==> config.mk <==
export PLATFORM = sky130hd
export DESIGN_NAME = call_initiator_flat
export DESIGN_NICKNAME = d
export VERILOG_FILES = /design/src/rtl/call_initiator_if.sv /design/src/rtl/call_initiator.sv /design/src/flat_wrapper.sv
export SDC_FILE = /design/constraint.sdc
export NUM_CORES = 1
export LEC_CHECK = 0
export CAP_MARGIN = 20
export CORE_ASPECT_RATIO = 0.75
export CORE_MARGIN = 8
export CORE_UTILIZATION = 41
export DETAILED_ROUTE_END_ITERATION = 7
export PLACE_DENSITY_LB_ADDON = 0.08
export RECOVER_POWER = 50
export SLEW_MARGIN = 10
export SYNTH_ARGS = -nofsm -noshare
export SYNTH_HDL_FRONTEND = slang
export SYNTH_SLANG_ARGS = --single-unit
==> constraint.sdc <==
create_clock -name clk -period 2.7 [get_ports clk]
set_input_delay 0.54 -clock clk [delete_from_list [all_inputs] [get_ports clk]]
set_output_delay 0.54 -clock clk [all_outputs]
set_load 0.01 [all_outputs]
==> src/rtl/call_initiator_if.sv <==
// Bundles the operand stream, the start/done callee bus and the result
// stream of call_initiator. The block drives through "master". The
// environment (the feeding logic, the callee and the result consumer)
// drives through "slave".
interface call_initiator_if #(
  parameter int WIDTH = 32
);
  // Operand stream (valid/ready)
  logic             in_valid;
  logic             in_ready;
  logic [WIDTH-1:0] in_a;
  logic [WIDTH-1:0] in_b;

  // Start/done call bus to the generated callee
  logic             callee_start;
  logic [WIDTH-1:0] callee_a;
  logic [WIDTH-1:0] callee_b;
  logic [WIDTH-1:0] callee_result;
  logic             callee_done;

  // Result pulse and status
  logic             out_valid;
  logic [WIDTH-1:0] out_result;
  logic             out_timeout;
  logic             error;
  logic             busy;

  modport master (
    input  in_valid, in_a, in_b, callee_result, callee_done,
    output in_ready, callee_start, callee_a, callee_b,
           out_valid, out_result, out_timeout, error, busy
  );

  modport slave (
    output in_valid, in_a, in_b, callee_result, callee_done,
    input  in_ready, callee_start, callee_a, callee_b,
           out_valid, out_result, out_timeout, error, busy
  );
endinterface

==> src/rtl/call_initiator.sv <==
// Caller-side driver for the start/done call protocol. Each accepted
// operand pair becomes one call. The block waits for done to fall and then
// rise again, so the stale done=1 left by the previous call is never taken
// as completion. The result is returned as a one-cycle out_valid pulse.
// A watchdog aborts a call that does not complete. An aborted call sets a
// sticky error, and the block then refuses new calls until reset.
// The interface instance must be built with the same WIDTH as this module.
module call_initiator #(
  parameter int WIDTH   = 32,
  parameter int TIMEOUT = 64   // must be >= 4
) (
  input  logic              clk,
  input  logic              reset,
  call_initiator_if.master  bus
);

  typedef enum logic [1:0] {
    IDLE,
    START,
    WAIT_CLR,
    WAIT_SET
  } state_t;

  // One spare bit above clog2 so the saturating timer can pass TIMEOUT-1.
  localparam int            TW         = $clog2(TIMEOUT) + 1;
  localparam logic [TW-1:0] TIMER_LAST = TW'(TIMEOUT - 1);
  localparam logic [TW-1:0] TIMER_MAX  = '1;

  state_t           state;
  logic [TW-1:0]    timer;
  logic [TW-1:0]    timer_next;
  logic             timer_last;
  logic             in_ready;
  logic             accept;
  logic             exit_cond;

  logic             callee_start;
  logic [WIDTH-1:0] callee_a;
  logic [WIDTH-1:0] callee_b;
  logic             out_valid;
  logic [WIDTH-1:0] out_result;
  logic             out_timeout;
  logic             error;

  // The handshake ignores in_valid, so in_ready cannot form a
  // combinational loop with an upstream source that waits for ready.
  assign in_ready   = (state == IDLE) && !error;
  assign accept     = bus.in_valid && in_ready;

  // The timer saturates and never wraps. A wrap could hide an expired call.
  assign timer_next = (timer == TIMER_MAX) ? timer : timer + 1'b1;
  assign timer_last = (timer == TIMER_LAST);

  // WAIT_CLR leaves when done falls. WAIT_SET leaves when done rises.
  assign exit_cond  = (state == WAIT_CLR) ? !bus.callee_done : bus.callee_done;

  // Call sequencer: state, timer, callee operands and the registered result.
  // NOTE: every register here uses <= so all of them update together from
  // this cycle's values. A blocking assignment would let later statements
  // see the new value and change the timing.
  always_ff @(posedge clk) begin
    if (reset) begin
      state        <= IDLE;
      timer        <= '0;
      callee_start <= 1'b0;
      callee_a     <= '0;
      callee_b     <= '0;
      out_valid    <= 1'b0;
      out_result   <= '0;
      out_timeout  <= 1'b0;
      error        <= 1'b0;
    end else begin
      // NOTE: the pulse outputs default low here, so out_valid lasts one
      // cycle unless a branch below sets it again.
      out_valid   <= 1'b0;
      out_timeout <= 1'b0;

      case (state)
        IDLE: begin
          if (accept) begin
            callee_a     <= bus.in_a;
            callee_b     <= bus.in_b;
            callee_start <= 1'b1;
            timer        <= '0;
            state        <= START;
          end
        end

        START: begin
          callee_start <= 1'b0;
          state        <= WAIT_CLR;
        end

        WAIT_CLR, WAIT_SET: begin
          timer <= timer_next;
          if (exit_cond) begin
            // Completion wins over a timeout that expires on the same cycle.
            if (state == WAIT_CLR) begin
              state <= WAIT_SET;
            end else begin
              out_result <= bus.callee_result;
              out_valid  <= 1'b1;
              state      <= IDLE;
            end
          end else if (timer_last) begin
            out_valid   <= 1'b1;
            out_timeout <= 1'b1;
            out_result  <= '0;
            error       <= 1'b1;
            state       <= IDLE;
          end
        end

        default: state <= IDLE;
      endcase
    end
  end

  assign bus.in_ready     = in_ready;
  assign bus.callee_start = callee_start;
  assign bus.callee_a     = callee_a;
  assign bus.callee_b     = callee_b;
  assign bus.out_valid    = out_valid;
  assign bus.out_result   = out_result;
  assign bus.out_timeout  = out_timeout;
  assign bus.error        = error;
  assign bus.busy         = (state != IDLE);

endmodule

==> src/flat_wrapper.sv <==
// flat-port wrapper written by rule: the top's interface ports become plain ports
module call_initiator_flat 
#(
  parameter int WIDTH   = 32,
  parameter int TIMEOUT = 64                  
)
  (clk, reset, bus_in_valid, bus_in_a, bus_in_b, bus_callee_result, bus_callee_done, bus_in_ready, bus_callee_start, bus_callee_a, bus_callee_b, bus_out_valid, bus_out_result, bus_out_timeout, bus_error, bus_busy);
  call_initiator_if #(.WIDTH(WIDTH)) bus_i ();
  input  logic clk;
  input  logic reset;
  input wire logic [$bits(bus_i.in_valid)-1:0] bus_in_valid;
  input wire logic [$bits(bus_i.in_a)-1:0] bus_in_a;
  input wire logic [$bits(bus_i.in_b)-1:0] bus_in_b;
  input wire logic [$bits(bus_i.callee_result)-1:0] bus_callee_result;
  input wire logic [$bits(bus_i.callee_done)-1:0] bus_callee_done;
  output wire logic [$bits(bus_i.in_ready)-1:0] bus_in_ready;
  output wire logic [$bits(bus_i.callee_start)-1:0] bus_callee_start;
  output wire logic [$bits(bus_i.callee_a)-1:0] bus_callee_a;
  output wire logic [$bits(bus_i.callee_b)-1:0] bus_callee_b;
  output wire logic [$bits(bus_i.out_valid)-1:0] bus_out_valid;
  output wire logic [$bits(bus_i.out_result)-1:0] bus_out_result;
  output wire logic [$bits(bus_i.out_timeout)-1:0] bus_out_timeout;
  output wire logic [$bits(bus_i.error)-1:0] bus_error;
  output wire logic [$bits(bus_i.busy)-1:0] bus_busy;
  assign bus_i.in_valid = bus_in_valid;
  assign bus_i.in_a = bus_in_a;
  assign bus_i.in_b = bus_in_b;
  assign bus_i.callee_result = bus_callee_result;
  assign bus_i.callee_done = bus_callee_done;
  assign bus_in_ready = bus_i.in_ready;
  assign bus_callee_start = bus_i.callee_start;
  assign bus_callee_a = bus_i.callee_a;
  assign bus_callee_b = bus_i.callee_b;
  assign bus_out_valid = bus_i.out_valid;
  assign bus_out_result = bus_i.out_result;
  assign bus_out_timeout = bus_i.out_timeout;
  assign bus_error = bus_i.error;
  assign bus_busy = bus_i.busy;
  call_initiator #(.WIDTH(WIDTH), .TIMEOUT(TIMEOUT)) u_core (.clk(clk), .reset(reset), .bus(bus_i));
endmodule
After elaboration in Yosys (flattened, before gate mapping) --
Cells that the tools add are included.
Word-level totals: register bits 109, input bits 100, output and inout port bits 102, logic and storage cells 56
Operators by class: $add $sub $neg 1, equality and inequality tests 9, muxes and demuxes 17, bitwise operators 2, reduce and logical (&&, ||, !) cells 18
Operators by type and width (number):
- 32-bit two-way mux | 3
- 7-bit two-way mux | 2
- 7-bit case mux with 2 select lines | 1
- 3-bit AND reduction | 3
- 2-bit two-way mux | 4
- 2-bit nonzero test | 4
- 7-bit by 1-bit adder with 7-bit output, second input constant | 1
- 7-bit by 6-bit == test with 1-bit output, second input constant | 1
- 7-bit == test, second input constant | 1
- 2-bit case mux with 3 select lines | 1
- 2-bit AND reduction | 3
- 1-bit two-way mux | 5
- 2-bit == test, second input constant | 2
- 2-bit != test, second input constant | 2
- 2-bit OR reduction | 2
- 3-bit by 1-bit != test with 1-bit output, second input constant | 1
- 3-bit OR reduction | 1
- 2-bit by 1-bit == test with 1-bit output, second input constant | 1
- 1-bit logical AND | 2
- 1-bit zero test | 2
- 2-bit zero test | 1
- 2-bit by 1-bit != test with 1-bit output, second input constant | 1
- 1-bit inverter | 2
- 1-bit case mux with 2 select lines | 1

Longest topological paths before layout --
Gate-level depths: netlist of the first run.
depth after elaboration 5, depth in mapped cells 10, depth with buffers taken out 6

Worst setup path before layout of the first run --
Ideal clock, no wire load.
path type flip-flop to flip-flop, start register u_core.state[1], end register u_core.out_result[10], in the netlist u_core.bus.out_result[10], library setup time 0.125 ns, data arrival time 2.077 ns, setup slack 0.498 ns, stages on the path, launching flop included 11, path buffers 4, cells stage by stage dfxtp_1 buf_6 inv_2 buf_1 nor2_1 ha_1 nand2b_1 clkbuf_1 clkbuf_1 a2bb2oi_1 o2bb2ai_1
On the way: cells in the longest elaborated chain, start to end 4, elaborated cells between the ends (all ways) 8, those cells by class 3 x eq/ne; 2 x mux; 3 x reduce/logical
Ends and longest elaborated chain:
- start: declaration | line call_initiator.sv:29 | state_t state;
- start signal: assignment | line call_initiator.sv:63 | state <= IDLE;
- start signal: assignment | line call_initiator.sv:85 | state <= START;
- start signal: assignment | line call_initiator.sv:91 | state <= WAIT_CLR;
- 2-bit == test | line call_initiator.sv:55, call_initiator.sv:78, call_initiator.sv:98
- 1-bit two-way mux | line call_initiator.sv:55 | assign exit_cond = (state == WAIT_CLR) ? !bus.callee_done : bus.callee_done;
- 2-bit != test (no line) / 2-bit nonzero test (equally long branches)
- 3-bit AND reduction (no line)
- end signal: assignment | line call_initiator.sv:101 | out_result <= bus.callee_result;
- end: declaration | line call_initiator.sv:41 | logic [WIDTH-1:0] out_result;
Parallel ways exist; a longest one is shown, timed or not. A chain may end at the register's enable or synchronous reset.

Worst setup path after layout of the first run --
start register u_core.state[0], end output bus_in_ready
On the way: cells in the longest elaborated chain, start to end 2
Ends and longest elaborated chain:
- 2-bit zero test | line call_initiator.sv:47 | assign in_ready = (state == IDLE) && !error;
- 1-bit logical AND | line call_initiator.sv:47
- end: declaration | line flat_wrapper.sv:16 | output wire logic [$bits(bus_i.in_ready)-1:0] bus_in_ready;
Every way passes these cells.

==> results of run 1 <==
[worst paths after layout]
path / start / end / slack [ns] / cells past startpoint
hold / removal: u_core.bus.callee_b[11] / u_core.bus.callee_b[11] / 0.45 / 2
setup / recovery: u_core.state[0] / bus_in_ready / 0.44 / 3
hold reg to reg: u_core.bus.callee_b[11] / u_core.bus.callee_b[11] / 0.45 / 2
setup reg to reg: u_core.state[1] / u_core.bus.out_result[1] / 0.50 / 7
[sequential cells by signal, indices dropped and copies added, names as in the netlist, 2 cells and up]
name and cells:
u_core.bus.callee_a 32, u_core.state 2, u_core.bus.callee_b 32, u_core.timer 7, u_core.bus.out_result 32
[worst max-delay path: cells and delay by family (launching register included)]
kind          cells  cell delay, ns
simple gates      2            0.45
flops             1            0.40
buf+inv           1            0.54
[cell type report]
type	count	area (µm²)
Fill cell	866	3570
Multi-Input combinational cell	342	1876
Clock buffer	9	225.2
Tap cell	136	170.2
Clock inverter	6	65.06
Sequential cell	109	2182
Timing Repair Buffer	211	2107
Inverter	4	15.01
[routing by layer]
layer,wire [µm],vias to the layer above
met3,1119,10
met2,6289,136
met5,0,-
met1,5836,1950
met4,116,0
li1,-,2080
[logic make-up (layout without fill, tap and decap cells)]
| family | Yosys count | count (layout) | synth area share |
|---|---|---|---|
| fa+ha+maj | 2 | 2 | 0.005880 |
| compound gates | 146 | 146 | 0.2391 |
| buf+inv | 48 | 230 | 0.05116 |
| xor+xnor | 3 | 3 | 0.006176 |
| flops | 109 | 109 | 0.5128 |
| mux | 2 | 2 | 0.004998 |
| simple gates | 189 | 189 | 0.1799 |
[cell usage after synthesis, drive strengths merged, types with 2 or more instances]
| library cell | instances |
|---|---|
| buf | 16 |
| a211oi | 3 |
| a21oi | 67 |
| nand2b | 2 |
| nor2 | 4 |
| nand3 | 9 |
| a41oi | 2 |
| inv | 3 |
| o2bb2ai | 32 |
| ha | 2 |
| and3 | 2 |
| dfxtp | 109 |
| xor2 | 2 |
| clkbuf | 28 |
| nand2 | 164 |
| o22ai | 3 |
| a2bb2oi | 32 |
[metrics by stage]
| stage | instances | total power, µW | setup slack (ns) |
|---|---|---|---|
| 2_1_floorplan | 499 | 2290 | 0.4981 |
| 3_3_place_gp | 802 | 2779 | 0.2625 |
| 3_5_place_dp | 802 | 2801 | 0.2462 |
| 4_1_cts | 817 | 4104 | 0.4172 |
| 5_1_grt | 817 | 4211 | 0.3219 |
| 6_report | 817 | 3997 | 0.4358 |
[power by group through the flow]
stage / combinational [µW] / sequential, µW / clock (µW)
6_report: 899 / 1810 / 1290
5_1_grt: 977 / 1830 / 1400
4_1_cts: 953 / 1820 / 1330
3_5_place_dp: 948 / 1850 / 0
3_3_place_gp: 932 / 1850 / 0
2_1_floorplan: 389 / 1900 / 0
==> summary.txt, run 1 <==
Status
  • Outcome: finished, final reports clean

GRT
  • Vias in the first global route: 4149
  • Initial antenna violation count: 0
  • First-pass GRT wire length: 21560 µm
  • Pin count of the biggest net entering global routing: 70
  • GRT met1 Usage: 0.2251
  • Routing usage on met3: 0.07770
  • Total global routing overflow: 0
  • Total GRT Usage: 0.1876
  • Met2 Use GR: 0.3047
  • Top Usage Layer GRT: met2

Timing
  • Min Hold Slack: 0.4500 ns
  • Endpoints failing hold: 0
  • Tightest Pin Transition: 1.165 ns
  • Final Setup Violations: 0
  • Max-slew violations: 0
  • Tmin final: 2.264 ns
  • Setup TNS: 0 ns
  • Skew final: 0.007285 ns
  • Final period util: 0.8386
  • RSZ-0062 raised after global routing: false
  • Slew margin rel.: 0.2233
  • Maximum clock frequency: 0.4417 GHz

Worst setup path
  • Critical path required time: 2.16 ns
  • Slowest CP cell: clkdlybuf4s50_1
  • CP arrival: 1.72 ns
  • Crit end category: primary output
  • CP Cell Sequence: or2_2, nor2_1, clkdlybuf4s50_1
  • CP Max Fanout: 8
  • Crit path launch type: flop
  • CP max stage delay: 0.54 ns
  • Worst setup path class: flop to primary output

Power
  • Pleak: 0.002618 µW
  • P_int: 2911 µW
  • Switching power: 1086 µW
  • PwrDens: 602.0 mW/mm²
  • Peak supply drop: 0.0004195 V
  • Switching power share of the total: 0.2716
  • Part of the power in combinational logic: 0.225
  • Share of power burned in the clock network: 0.322
  • Part of the power in registers: 0.453

Synthesis
  • Mapped Area: 0.004255 mm²
  • Synthesis Warnings: 0
  • Post-synth EDFFs: 0
  • Synth top area share: 0.5128
  • Yosys cell types: 40
  • Register area share after synthesis: 0.5128
  • Gate Count Post-Synth: 499
  • Yosys reg bits: 109
  • Avg Cell Area, Syn: 8.528 µm²
  • Main synth FF type: dfxtp_1
  • Syn nets: 601
  • Synth async-reset ratio: 0
  • Post-synth top area cell: dfxtp_1
  • Top cells by area, synth: dfxtp_1, nand2_1, a21oi_1

Clocking
  • CTS buffer count: 9
  • Post-CTS sizing: 0
  • H-Tree Depth: 3
  • # clock sinks: 109
  • TritonCTS clock tree: yes
  • Hold Buf Count CTS: 0
  • Clock transition at path regs: 0.07 ns
  • Worst-skew pair later-pin latency: 0.34 ns
  • CTS max path bufs: 2
  • Root buffer cell: clkbuf_16
  • Post-CTS Setup Bufs: 0

Final layout
  • Antenna cells: 0
  • Finished Cell Area: 0.006640 mm²
  • Nets@finish: 779
  • Most frequent cells in the layout: nand2_1, dfxtp_1, clkdlybuf4s50_1, dlygate4sd3_1, a21oi_1
  • Synth-to-Final Area Change: 56.04%
  • Fin util: 0.6504
  • Commonest non-fill, non-tap cell in the layout: nand2_1
  • Layout cells sized above 1: 0.04552

Floorplanning
  • Die H: 104.2 µm
  • Num rows: 32
  • Ports: 202
  • CORE AREA: 0.01021 mm²
  • Initial Util: 0.4168
  • Die Wd: 133.6 µm
  • Die area: 0.01393 mm²

Drt
  • Remaining DRCs: 0
  • Initial DRT Pass Iterations: 5
  • Via density: 5.111
  • Via Count: 4176
  • Antenna viol nets, final: 0
  • Drt first-iter violations: 201
  • Drt wl/cell: 16.35 µm
  • DRT Wirelength: 13360 µm

Flow run
  • Max-Cap Viols: 0

Placed design
  • Final HPWL DP: 9504 µm
  • DP Area: 0.006352 mm²
  • Final GP Congestion: 0.8074
  • IO Port Bufs: 201

Min path
  • Tightest Hold Check Type: flop to flop
Power figures use the tool's default switching activity.
==> run 2: changes to the inputs <==
clock period = 2.3 ns   (was 2.7 ns; I/O delays follow)
==> summary.txt, run 2 (synthesis gave the netlist of run 1 again) <==
Worst setup path
  • Crit path launch type: flop (unchanged)
  • CP Cell Sequence: or2_2, nor2_1, clkdlybuf4s50_1 (unchanged)
  • CP Max Fanout: 8 (unchanged)
  • Slowest CP cell: clkdlybuf4s50_1 (unchanged)
  • Crit end category: primary output (unchanged)
  • Critical path required time: 1.84 ns (was 2.16 ns)
  • CP max stage delay: 0.54 ns (about the same)
  • Worst setup path class: flop to primary output (unchanged)
  • Crit. Startpoint: u_core.state[0] (unchanged)
  • Bufs and invs on worst path: 1 (unchanged)
  • FF-to-FF Start: u_core.state[0] (was u_core.state[1])
  • Delay-heaviest family, CP: buffers and inverters (unchanged)
  • CP arrival: 1.75 ns (was 1.72 ns)

Power
  • Pleak: 0.002660 µW (was 0.002618 µW)
  • Pwr Total: 4793 µW (was 3997 µW)
  • PwrDens: 715.9 mW/mm² (was 602.0 mW/mm²)
  • Peak supply drop: 0.0004444 V (was 0.0004195 V)

Drt
  • DRT Wirelength: 13300 µm (was 13360 µm)
  • Via Count: 4244 (was 4176)
  • Drt wl/cell: 16.24 µm (was 16.35 µm)
  • Remaining DRCs: 0 (unchanged)
  • Via density: 5.182 (was 5.111)
  • Antenna viol nets, final: 0 (unchanged)
  • Drt first-iter violations: 203 (was 201)
  • Initial DRT Pass Iterations: 4 (was 5)

GRT
  • Initial antenna violation count: 0 (unchanged)
  • Met2 Use GR: 0.2997 (was 0.3047)
  • Total GRT Usage: 0.1854 (was 0.1876)
  • GRT met1 Usage: 0.2241 (was 0.2251)
  • Routing usage on met3: 0.07819 (was 0.07770)
  • Pin count of the biggest net entering global routing: 70 (unchanged)
  • Top Usage Layer GRT: met2 (unchanged)
  • Vias in the first global route: 4160 (was 4149)
  • Total global routing overflow: 0 (unchanged)
  • First-pass GRT wire length: 21360 µm (was 21560 µm)

Clocking
  • Worst-skew pair later-pin latency: 0.34 ns (about the same)
  • # clock sinks: 109 (unchanged)
  • TritonCTS clock tree: yes (unchanged)
  • CTS buffer count: 9 (unchanged)
  • Hold Buf Count CTS: 0 (unchanged)
  • CTS max path bufs: 2 (unchanged)
  • Root buffer cell: clkbuf_16 (unchanged)
  • H-Tree Depth: 3 (unchanged)
  • Post-CTS Setup Bufs: 0 (unchanged)
  • Clock transition at path regs: 0.07 ns (about the same)
  • Post-CTS sizing: 0 (unchanged)

Floorplanning
  • Die H: 104.2 µm (unchanged)
  • CORE AREA: 0.01021 mm² (unchanged)
  • Num rows: 32 (unchanged)
  • Die area: 0.01393 mm² (unchanged)
  • Ports: 202 (unchanged)
  • Initial Util: 0.4168 (unchanged)
  • Die Wd: 133.6 µm (unchanged)

Flow run
  • Max-Cap Viols: 0 (unchanged)

Placed design
  • IO Port Bufs: 201 (unchanged)
  • Final HPWL DP: 9568 µm (was 9504 µm)
  • Final GP Congestion: 0.8230 (was 0.8074)

Timing
  • Final period util: 0.9599
  • RSZ-0062 raised after global routing: false (unchanged)
  • Tmin final: 2.208 ns
  • Tightest Pin Transition: 0.7886 ns (was 1.165 ns)
  • Slew margin rel.: 0.4743 (was 0.2233)
  • Max-slew violations: 0 (unchanged)
  • Min Hold Slack: 0.4493 ns (was 0.4500 ns)
  • Maximum clock frequency: 0.4529 GHz
  • Skew final: 0.006217 ns (was 0.007285 ns)
  • Endpoints failing hold: 0 (unchanged)
  • Setup TNS: 0 ns (unchanged)
  • Final Setup Violations: 0 (unchanged)

Final layout
  • Antenna cells: 0 (unchanged)
  • Filler cells: 842 (was 866)
  • Commonest non-fill, non-tap cell in the layout: nand2_1 (unchanged)
  • Synth-to-Final Area Change: 57.34% (was 56.04%)
  • Layout cells sized above 1: 0.04832 (was 0.04552)
  • Top flop regs: u_core.bus.callee_a (32), u_core.bus.callee_b (32), u_core.bus.out_result (32) (unchanged)
  • Most frequent cells in the layout: nand2_1, dfxtp_1, clkdlybuf4s50_1, dlygate4sd3_1, a21oi_1 (unchanged)
  • Nets@finish: 783 (was 779)
  • Fin util: 0.6558 (was 0.6504)

Status
  • Outcome: finished, final reports clean (unchanged)

Min path
  • Tightest Hold Check Type: flop to flop (unchanged)
  • Hold path startpoint: u_core.bus.callee_a[11] (was u_core.bus.callee_b[11])
[run 2: changes by cell type in the layout (fill, tap and decap cells not counted)]
cell        before  now
clkbuf_1         0    1
buf_12           2    3
clkinvlp_4       4    0
clkinv_2         1    0
buf_4            8   11
inv_2            0    1
bufinv_16        1    2
inv_1            3    2
clkbuf_8         0    1
[run 2: per-layer routing]
| layer | share of wire | wire length (µm) |
|---|---|---|
| met1 | 0.43 | 5667 |
| met2 | 0.47 | 6217 |
| met3 | 0.096 | 1273 |
| met4 | 0.011 | 141 |
| met5 | 0 | 0 |
[run 2: layout make-up]
type / instances / area (µm²) / area share
clock buffer: 11 / 242.7 / 0.03625
clock inverter: 2 / 60.06 / 0.008970
inverter: 4 / 15.01 / 0.002243
multi-input combinational: 342 / 1876 / 0.2801
sequential: 109 / 2182 / 0.3259
tap: 136 / 170.2 / 0.02542
timing repair buffer: 215 / 2150 / 0.3211
[run 2: worst register-to-register path: stages (launching register included)]
cell and delay (ns):
dfxtp_1 0.53, nor2_1 0.08, ha_1 0.42, nand2b_1 0.20, buf_4 0.23, a2bb2oi_1 0.22
o2bb2ai_1 0.11
[run 2: worst paths after layout]
check	slack, ns	to	depth (start not counted)
max	0.09	bus_in_ready	3
min	0.45	u_core.bus.callee_a[11]	2
max reg2reg	0.40	u_core.bus.out_result[11]	6
min reg2reg	0.45	u_core.bus.callee_a[11]	2
[run 2: metrics by stage]
stage               cell area (µm²)  cells  worst slack [ns]
detailed placement             6395    806           0.05275
global route                   6695    819         0.0003769
floorplan                      4255    499           0.09812
CTS                            6698    819           0.08183
finish                         6695    819           0.09222
global placement               6395    806            0.1313
[run 2: report_power, final]
part           internal, µW  switching (µW)  total (µW)
Clock                   966             626        1590
Combinational           556             515        1070
Sequential             2040            90.2        2130
Total                  3560            1230        4790
==> run 3: changes to the inputs <==
PLACE_DENSITY = 0.78   (was not set)
PLACE_DENSITY_LB_ADDON = not set   (was 0.08)
RECOVER_POWER = not set   (was 50)
==> summary.txt, run 3 (synthesis gave the netlist of run 1 again) <==
Worst setup path
  • FF-to-FF Start: u_core.state[0] (unchanged)
  • Setup crit end: bus_in_ready (unchanged)
  • R2R Setup Slk: 0.51 ns (was 0.40 ns)
  • Worst setup path class: flop to primary output (unchanged)
  • CP Cell Sequence: or2_2, nor2_1, clkdlybuf4s50_1 (unchanged)
  • Crit end category: primary output (unchanged)
  • CP arrival: 1.74 ns (was 1.75 ns)
  • Critical path depth: 3 (unchanged)
  • Slowest CP cell: clkdlybuf4s50_1 (unchanged)
  • Delay-heaviest family, CP: buffers and inverters (unchanged)
  • Crit path launch type: flop (unchanged)
  • CP Max Fanout: 8 (unchanged)
  • CP max stage delay: 0.54 ns (about the same)
  • Bufs and invs on worst path: 1 (unchanged)
  • Critical path required time: 1.84 ns (about the same)
  • RR Endpoint: u_core.bus.out_result[25] (was u_core.bus.out_result[11])
  • Crit. Startpoint: u_core.state[0] (unchanged)
  • FF-to-FF path depth: 6 (unchanged)

Clocking
  • Root buffer cell: clkbuf_16 (unchanged)
  • Clock transition at path regs: 0.07 ns (about the same)
  • CTS buffer count: 9 (unchanged)
  • Post-CTS Setup Bufs: 0 (unchanged)
  • Hold Buf Count CTS: 0 (unchanged)
  • TritonCTS clock tree: yes (unchanged)
  • H-Tree Depth: 3 (unchanged)
  • # clock sinks: 109 (unchanged)
  • Worst-skew pair later-pin latency: 0.34 ns (about the same)
  • CTS max path bufs: 2 (unchanged)

Drt
  • Initial DRT Pass Iterations: 4 (unchanged)
  • DRT Wirelength: 13440 µm (was 13300 µm)
  • Antenna viol nets, final: 0 (unchanged)
  • Via Count: 4213 (was 4244)
  • Drt first-iter violations: 216 (was 203)
  • Remaining DRCs: 0 (unchanged)
  • Drt wl/cell: 16.41 µm (was 16.24 µm)
  • Via density: 5.144 (was 5.182)

Floorplanning
  • Die area: 0.01393 mm² (unchanged)
  • CORE AREA: 0.01021 mm² (unchanged)
  • Initial Util: 0.4168 (unchanged)
  • Die Wd: 133.6 µm (unchanged)
  • Ports: 202 (unchanged)
  • Die H: 104.2 µm (unchanged)
  • Num rows: 32 (unchanged)

Final layout
  • Top flop regs: u_core.bus.callee_a (32), u_core.bus.callee_b (32), u_core.bus.out_result (32) (unchanged)
  • Synth-to-Final Area Change: 57.13% (was 57.34%)
  • Finished Cell Area: 0.006686 mm² (was 0.006695 mm²)
  • Layout cells sized above 1: 0.05124 (was 0.04832)
  • Commonest non-fill, non-tap cell in the layout: clkdlybuf4s50_1 (was nand2_1)
  • Filler cells: 857 (was 842)
  • Fin util: 0.6549 (was 0.6558)
  • Nets@finish: 780 (was 783)
  • Antenna cells: 0 (unchanged)
  • Most frequent cells in the layout: clkdlybuf4s50_1, nand2_1, dfxtp_1, a21oi_1 (was nand2_1, dfxtp_1, clkdlybuf4s50_1, dlygate4sd3_1, a21oi_1)

Timing
  • RSZ-0062 raised after global routing: false (unchanged)
  • Setup WS post-layout: 0.09794 ns (was 0.09222 ns)
  • Skew final: 0.005287 ns (was 0.006217 ns)
  • Slew margin rel.: 0.7344 (was 0.4743)
  • Final period util: 0.9574 (was 0.9599)
  • Setup TNS: 0 ns (unchanged)
  • Tmin final: 2.202 ns (was 2.208 ns)
  • Maximum clock frequency: 0.4541 GHz (was 0.4529 GHz)
  • Final Setup Violations: 0 (unchanged)
  • Tightest Pin Transition: 0.3984 ns (was 0.7886 ns)
  • Endpoints failing hold: 0 (unchanged)
  • Max-slew violations: 0 (unchanged)
  • Min Hold Slack: 0.4535 ns (was 0.4493 ns)

GRT
  • Initial antenna violation count: 0 (unchanged)
  • Total global routing overflow: 0 (unchanged)
  • First-pass GRT wire length: 21570 µm (was 21360 µm)
  • Vias in the first global route: 4221 (was 4160)
  • Pin count of the biggest net entering global routing: 74 (was 70)
  • Total GRT Usage: 0.1872 (was 0.1854)

Placed design
  • Final HPWL DP: 9631 µm (was 9568 µm)
  • IO Port Bufs: 201 (unchanged)
  • Worst slack, placed: 0.09733 ns (was 0.05275 ns)
  • DP Area: 0.006397 mm² (was 0.006395 mm²)
  • Final GP Congestion: 0.7950 (was 0.8230)

Min path
  • Hold path startpoint: u_core.bus.callee_b[17] (was u_core.bus.callee_a[11])
  • Hold Path Stages: 2 (unchanged)
  • Tightest Hold Check Type: flop to flop (unchanged)

Flow run
  • Max-Cap Viols: 0 (unchanged)

Power
  • Peak supply drop: 0.0003957 V (was 0.0004444 V)
  • PwrDens: 709.1 mW/mm² (was 715.9 mW/mm²)
  • Pleak: 0.002345 µW (was 0.002660 µW)

Status
  • Outcome: finished, final reports clean (unchanged)
## run 3: cell count changes in the layout (fill, tap and decap cells not counted), moves of 2 or more
cell / change
clkinvlp_4: +4
clkdlybuf4s50_1: +98
buf_12: +2
bufinv_16: -2
buf_4: -4
dlygate4sd3_1: -98
## run 3: worst min-delay path by stage
stage	endpoint	slack [ns]
finish	u_core.bus.callee_b[17]	0.45
floorplan	u_core.timer[1]	0.48
detailed placement	u_core.bus.callee_b[31]	0.45
global placement	u_core.bus.callee_b[3]	0.44
global route	u_core.bus.callee_a[10]	0.47
CTS	u_core.bus.callee_a[1]	0.46
## run 3: per-layer routing
layer / GRT usage / up-vias / wire length [µm]
met5: 0 / - / 0
met4: 0.06954 / 0 / 254
met3: 0.07770 / 21 / 1251
met2: 0.3151 / 153 / 6435
met1: 0.2068 / 1966 / 5498
li1: - / 2073 / -
## run 3: through the flow
stage	total power [µW]	std cells
floorplan	2688	499
global placement	3282	803
detailed placement	3310	803
CTS	4798	819
global route	4968	819
finish	4741	819
## run 3: worst min-delay path, cell delays in order, from the launching register on
cell	delay, ns
dfxtp_1	0.31
nand2_1	0.05
a21oi_1	0.05
## run 3: area by class of cell
type                    count  area, µm²  share of cell area
inverters                   4      15.01            0.002246
well taps                 136      170.2             0.02545
clock inverters             5      35.03            0.005240
repair buffers            212       2155              0.3222
multi-input cells         342       1876              0.2805
flip-flops and latches    109       2183              0.3265
clock buffers              11      252.7             0.03780
## run 3: what timing repair did
action                                  4_1_cts  5_1_grt
gates resized for setup                       0        1
hold endpoints to repair                      0        0
endpoints found under the setup margin        0        1
## run 3: where the power goes
group / internal, µW / switching, µW
registers: 2040 / 101
clock network: 792 / 687
logic: 612 / 511
